**src/rtl/qqspi_rcache_pkg.sv**
```systemverilog
// qqspi_rcache_pkg: shared states, widths and index/tag split helpers for the qqspi read cache
package qqspi_rcache_pkg;

    localparam int ADDR_W = 23;
    localparam int DATA_W = 32;

    typedef enum logic [2:0] {
        IDLE,
        LOOKUP,
        MEM_REQ,
        MEM_RELEASE,
        DONE
    } state_t;

    function automatic int idx_w(input int lines);
        return $clog2(lines);
    endfunction

    function automatic int tag_w(input int lines);
        return ADDR_W - $clog2(lines);
    endfunction

endpackage

```
**src/rtl/rcache_store.sv**
```systemverilog
// rcache_store: direct-mapped line storage with byte-enable write, async read and one-cycle clear-all
module rcache_store
    import qqspi_rcache_pkg::*;
#(
    parameter int LINES = 64,
    localparam int IDX_W = idx_w(LINES),
    localparam int TAG_W = tag_w(LINES)
) (
    input  logic              clk,
    input  logic              resetn,
    input  logic              clear,
    input  logic              we,
    input  logic              inv,
    input  logic [3:0]        wbe,
    input  logic [IDX_W-1:0]  idx,
    input  logic [TAG_W-1:0]  wtag,
    input  logic [DATA_W-1:0] wdata,
    output logic [DATA_W-1:0] rdata,
    output logic [TAG_W-1:0]  rtag,
    output logic              rvalid
);

    logic [DATA_W-1:0] data [LINES];
    logic [TAG_W-1:0]  tags [LINES];
    logic [LINES-1:0]  vbits;

    assign rdata  = data[idx];
    assign rtag   = tags[idx];
    assign rvalid = vbits[idx];

    // data and tag arrays: byte-merged write, no reset needed since valid bits gate them
    always_ff @(posedge clk) begin
        if (we) begin
            for (int b = 0; b < 4; b++)
                if (wbe[b]) data[idx][8*b +: 8] <= wdata[8*b +: 8];
            tags[idx] <= wtag;
        end
    end

    // valid bits: reset/flush clear everything, a write marks the line valid, inv drops one line
    always_ff @(posedge clk) begin
        if (!resetn || clear) vbits <= '0;
        else if (we) vbits[idx] <= 1'b1;
        else if (inv) vbits[idx] <= 1'b0;
    end

endmodule

```
**src/rtl/qqspi_rcache.sv**
```systemverilog
// qqspi_rcache: direct-mapped write-through read cache in front of qqspi
// Define QQSPI_RCACHE_WUPDATE_EN to merge write hits into the line instead of invalidating it.
module qqspi_rcache
    import qqspi_rcache_pkg::*;
#(
    parameter int LINES = 64,
    localparam int IDX_W = idx_w(LINES),
    localparam int TAG_W = tag_w(LINES)
) (
    input  logic              clk,
    input  logic              resetn,
    input  logic              valid,
    input  logic [ADDR_W-1:0] addr,
    input  logic [DATA_W-1:0] wdata,
    input  logic [3:0]        wstrb,
    output logic              ready,
    output logic [DATA_W-1:0] rdata,
    input  logic              flush,
    output logic              mem_valid,
    output logic [ADDR_W-1:0] mem_addr,
    output logic [DATA_W-1:0] mem_wdata,
    output logic [3:0]        mem_wstrb,
    input  logic              mem_ready,
    input  logic [DATA_W-1:0] mem_rdata
);

    state_t            st;
    logic [ADDR_W-1:0] addr_q;
    logic [DATA_W-1:0] wdata_q;
    logic [3:0]        wstrb_q;
    logic [DATA_W-1:0] s_rdata;
    logic [TAG_W-1:0]  s_tag;
    logic              s_valid;
    logic              is_rd;
    logic              hit;
    logic              mem_done;
    logic              s_we;
    logic              s_inv;

    assign is_rd    = wstrb_q == 4'h0;
    assign hit      = s_valid && s_tag == addr_q[ADDR_W-1:IDX_W];
    assign mem_done = st == MEM_REQ && mem_ready;

`ifdef QQSPI_RCACHE_WUPDATE_EN
    assign s_we  = mem_done && (is_rd || hit);
    assign s_inv = 1'b0;
`else
    assign s_we  = mem_done && is_rd;
    assign s_inv = mem_done && !is_rd && hit;
`endif

    rcache_store #(.LINES(LINES)) u_store (
        .clk    (clk),
        .resetn (resetn),
        .clear  (st == IDLE && flush),
        .we     (s_we),
        .inv    (s_inv),
        .wbe    (is_rd ? 4'hF : wstrb_q),
        .idx    (addr_q[IDX_W-1:0]),
        .wtag   (addr_q[ADDR_W-1:IDX_W]),
        .wdata  (is_rd ? mem_rdata : wdata_q),
        .rdata  (s_rdata),
        .rtag   (s_tag),
        .rvalid (s_valid)
    );

    // request sequencer; ready high in IDLE marks the completion cycle, so valid is ignored then
    always_ff @(posedge clk) begin
        if (!resetn) begin
            st        <= IDLE;
            ready     <= 1'b0;
            rdata     <= '0;
            mem_valid <= 1'b0;
            mem_addr  <= '0;
            mem_wdata <= '0;
            mem_wstrb <= '0;
            addr_q    <= '0;
            wdata_q   <= '0;
            wstrb_q   <= '0;
        end else begin
            ready <= 1'b0;
            case (st)
                IDLE: if (!flush && valid && !ready) begin
                    addr_q  <= addr;
                    wdata_q <= wdata;
                    wstrb_q <= wstrb;
                    st      <= LOOKUP;
                end
                LOOKUP: if (is_rd && hit) begin
                    rdata <= s_rdata;
                    st    <= DONE;
                end else begin
                    mem_valid <= 1'b1;
                    mem_addr  <= addr_q;
                    mem_wdata <= wdata_q;
                    mem_wstrb <= wstrb_q;
                    st        <= MEM_REQ;
                end
                MEM_REQ: if (mem_ready) begin
                    mem_valid <= 1'b0;
                    if (is_rd) rdata <= mem_rdata;
                    st <= MEM_RELEASE;
                end
                MEM_RELEASE: if (!mem_ready) st <= DONE;
                DONE: begin
                    ready <= 1'b1;
                    st    <= IDLE;
                end
                default: st <= IDLE;
            endcase
        end
    end

endmodule

```
**config.mk**
```make
export PLATFORM = sky130hd
export DESIGN_NAME = qqspi_rcache
export DESIGN_NICKNAME = d
export VERILOG_FILES = /design/src/rtl/qqspi_rcache_pkg.sv /design/src/rtl/rcache_store.sv /design/src/rtl/qqspi_rcache.sv
export SDC_FILE = /design/constraint.sdc
export NUM_CORES = 2
export LEC_CHECK = 0
export CORE_MARGIN = 5
export CORE_UTILIZATION = 67
export DETAILED_ROUTE_END_ITERATION = 16
export PLACE_DENSITY = 0.94
export SYNTH_ARGS = -nofsm -noshare
export SYNTH_HDL_FRONTEND = slang
export SYNTH_SLANG_ARGS = --single-unit
```
**constraint.sdc**
```tcl
create_clock -name clk -period 6.3 [get_ports clk]
set_clock_uncertainty 0.1 [all_clocks]
set_input_delay 1.26 -clock clk [delete_from_list [all_inputs] [get_ports clk]]
set_output_delay 1.26 -clock clk [all_outputs]
set_load 0.01 [all_outputs]
```
==> results by group, run 1 <==
Synth
  • Synth cell types: 65
  • Top cells by count, synth: edfxtp_1 (3136), mux4_2 (844), nand2_1 (436), mux2i_1 (341), clkbuf_1 (239)
  • Avg Cell Area, Syn: between 20 and 25 sq um
  • Number of synthesized register bits: about 3400
  • Sequential share of the synthesized area: 0.7591
  • Number of enable flip-flop cells after synthesis: 3136
  • Post-synth ARST share: 0
  • Cell with the most instances after synthesis: edfxtp_1
  • Mapped cell area: around 130000 sq um
  • Yosys warnings: 0
  • Post-Syn Nets: ~6400
  • Area leader, netlist: edfxtp_1
  • Mapped Cells: approximately 6300
  • Yosys top cell area share: 0.7244
  • Main flop type after synthesis: edfxtp_1
  • Area contributors post-synth: edfxtp_1 (72%), mux4_2 (15%), dfxtp_1 (3.5%)

Floorplanning
  • Initial Utilization: 0.6743
  • Die Span X: 450.5 um
  • Num rows: between 150 and 200
  • Die height: around 450 um
  • I/O Pins: 189

Run status
  • Status: did not finish
  • Run Error: [ERROR DPL-0033] detailed placement checks failed during check placement.
  • Halt Stage: detailed placement (3_5_place_dp)

Placement
  • Gp weighted congestion: 0.9902
  • Dpl hpwl: between 200 and 300 mm
  • Number of I/O port buffers: ~190
[stage by stage]
step	std cells	hold slack, ns
floorplan	6318	0.3498
global placement	8907	0.3438
[cell families after synthesis]
logic type | share of synthesized area
mux | 0.1746
xor+xnor | 0.001011
flops | 0.7591
compound gates | 0.02269
buf+inv | 0.01385
simple gates | 0.02879
==> run 2: changes to the inputs <==
--- a/config.mk
+++ b/config.mk
@@ -6,9 +6,9 @@
 export NUM_CORES = 2
 export LEC_CHECK = 0
 export CORE_MARGIN = 5
-export CORE_UTILIZATION = 67
+export CORE_UTILIZATION = 40
 export DETAILED_ROUTE_END_ITERATION = 16
-export PLACE_DENSITY = 0.94
+export PLACE_DENSITY_LB_ADDON = 0.15
 export SYNTH_ARGS = -nofsm -noshare
 export SYNTH_HDL_FRONTEND = slang
 export SYNTH_SLANG_ARGS = --single-unit
==> run 2 against run 1 <==
Effect of this change: the run now ends clean; synthesized cell count stayed put; area after synthesis stayed put.
==> results by group, run 2 <==
Run status
  • Status: finished clean

Drt
  • Vias: about 65000
  • Top layer in use: met5
  • WL per Instance: around 34 um
  • Vias/cell: between 5 and 6
  • DRT iter0 DRCs: 7190
  • DR DRC count: 0
  • First drt pass iteration count: 6
  • Met2 wire length: between 150 and 200 mm
  • WL met3: between 20 and 25 mm
  • Routed Antenna Nets: 0
  • Final WL: 385.0 mm
  • Met1 Wirelength: 155.5 mm

Synth
  • Area contributors post-synth: edfxtp_1 (72%), mux4_2 (15%), dfxtp_1 (3.5%)
  • Sequential share of the synthesized area: 0.7591
  • Post-Syn Nets: roughly 6400
  • Mapped Cells: roughly 6300
  • Post-synth ARST share: 0
  • Yosys top cell area share: 0.7244
  • Number of enable flip-flop cells after synthesis: about 3100
  • Mapped cell area: 130000 sq um
  • Number of synthesized register bits: ~3400
  • Avg Cell Area, Syn: between 20 and 25 sq um
  • Main flop type after synthesis: edfxtp_1
  • Yosys warnings: 0
  • Synth cell types: 65
  • Top cells by count, synth: edfxtp_1 (3136), mux4_2 (844), nand2_1 (436), mux2i_1 (341), clkbuf_1 (239)
  • Cell with the most instances after synthesis: edfxtp_1
  • Area leader, netlist: edfxtp_1

Placement
  • Number of I/O port buffers: ~190
  • Dpl hpwl: around 230 mm
  • Cell Area, Placed: about 140000 sq um
  • Gp weighted congestion: 0.9082

STA
  • Shortest period the worst path allows: ~5.7 ns
  • Final Hold Viols: 0
  • Unrepaired setup endpoints after global routing: no
  • Max Slew Vio Count: 0
  • Worst slew margin: 0.1295
  • Fmax: about 170 MHz
  • Setup Viol. Count Final: 0
  • Period utilization: 0.9106
  • Setup tns final: 0 ns
  • Worst-margin pin slew: ~1.3 ns

Final layout
  • Layout cells sized above 1: 0.2662
  • Largest register FFs: 2048
  • Top flop regs: u_store.data: 2048 flops, u_store.tags: 1088 flops
  • Most common cell after layout, fill and taps aside: edfxtp_1
  • Design Area, Final: between 150000 and 200000 sq um
  • Commonest non-fill, non-tap cells in the layout: edfxtp_1 (3136), mux4_2 (844), nand2_1 (396)
  • Layout area overhead: 15.61%
  • Most flops, register: u_store.data
  • Fill cells: roughly 27000
  • Post-layout nets: just under 7000

GRT
  • Initial antenna violation count: 36
  • Grt total ovfl: 0
  • First-pass GRT wire length: approximately 540 mm
  • Vias in the first global route: about 66000
  • GRT Overall Usage: 0.2246
  • Largest net degree at the start of global routing: a little over 100

Clock tree
  • CTS tree: done
  • H-tree depth: 5
  • Clock latency on the worst-skew pair: a little over 0.9 ns
  • Sink Count: ~3400
  • Clock-pin transition on the worst setup and hold timing paths: ~0.06 ns
  • CTS Root Buffer Type: clkbuf_16
  • Post-CTS Hold Fix Bufs: 0
  • Max clock buf depth: 4
  • Post-CTS Repair Setup Buffers: 0
  • Num CTS Buffers: 352
  • Post-CTS Resized: 0

Critical path
  • Worst r2r dst: mem_addr[15]
  • Data arrival time of the worst path: between 6 and 7 ns
  • FF-to-FF path depth: 13
  • Startpoint types: register
  • Crit. End Element: register
  • Crit Path Category: register to register
  • Reg-to-reg slack, setup: 0.56 ns
  • Crit path to: mem_addr[15]
  • Max FO, Critical Path: 61
  • Required @ worst endpoint: roughly 7 ns

Power and ir drop
  • Power density cells: between 300 and 400 nW/um^2
  • Worst vdd ir: between 200 and 250 uV
  • Leakage: about 0.047 uW

Hold path
  • Hold Path Class: register to register
  • Critical hold path startpoint: mem_wdata[11]

Job
  • Max-cap violation count: 0

Floorplanning
  • Core footprint: between 300000 and 400000 sq um
  • I/O Pins: ~190
  • Initial Utilization: 0.4012
  • Die area: between 300000 and 400000 sq um
  • Num rows: approximately 210
  • Die Span X: 580.1 um
  • Die height: roughly 580 um
==> run 2: cells by family after synthesis <==
kind of cell    synth area share
xor+xnor                0.001011
compound gates           0.02269
buf+inv                  0.01385
flops                     0.7591
simple gates             0.02879
mux                       0.1746
==> run 2: worst max-delay path, cell delays in order, from the launching register on <==
cell       delay [ns]
dfxtp_4          0.66
buf_12           0.38
mux4_2           0.55
mux2_2           0.30
a22oi_1          0.44
o2111ai_1        0.35
a211oi_2         0.30
xnor2_1          0.09
nor4_1           0.39
nor4b_1          1.02
buf_4            0.32
a21oi_4          0.07
buf_12           0.21
mux2i_1          0.18
==> run 2: through the flow <==
| step | hold WS, ns | utilization | setup WS [ns] | total power [uW] | cells |
|---|---|---|---|---|---|
| after CTS | 0.3572 | 0.4638 | 0.8012 | 48090 | 11380 |
| after global placement | 0.3455 | 0.4298 | 0.9058 | 28170 | 10740 |
| after global routing | 0.3708 | 0.4638 | 0.5765 | 49100 | 11390 |
| final | 0.3544 | 0.4638 | 0.5632 | 47660 | 11390 |
| after floorplan | 0.3498 | - | 1.951 | 26830 | 6318 |
| after detailed placement | 0.3468 | 0.4298 | 0.8640 | 28220 | 10740 |
==> run 2: worst min path at each step <==
stage | endpoint | slack [ns] | depth (start not counted)
floorplan | wdata_q[0] | 0.35 | 2
global placement | rdata[7] | 0.35 | 2
detailed placement | mem_wdata[15] | 0.35 | 2
CTS | mem_addr[14] | 0.36 | 2
global route | rdata[5] | 0.37 | 2
finish | mem_wdata[11] | 0.35 | 2
==> run 2: power breakdown <==
group | internal (uW) | switching (uW) | total, uW
combinational | 884 | 1970 | 2850
sequential | 24800 | 88.7 | 24900
clock | 11200 | 8710 | 20000
total | 36900 | 10800 | 47700
==> run 2: cell type report <==
type                            count  area [sq um]  share of cell area
Sequential cell                  3361         98720              0.6569
Multi-Input combinational cell   2553         30370              0.2021
Clock buffer                      441          9285             0.06178
Tap cell                         4325          5411             0.03601
Timing Repair Buffer              496          4733             0.03150
Clock inverter                    197          1709             0.01137
Inverter                            6         30.03           0.0001998
Antenna cell                       10         25.02           0.0001665
==> run 2: metal layers <==
| layer | vias to the layer above | track usage |
|---|---|---|
| li1 | 27000 | - |
| met1 | 35570 | 0.2987 |
| met2 | 2249 | 0.3827 |
| met3 | 568 | 0.03129 |
| met4 | 20 | 0.07424 |
| met5 | - | 0 |
Note: power is estimated with default switching activity, not from simulation.
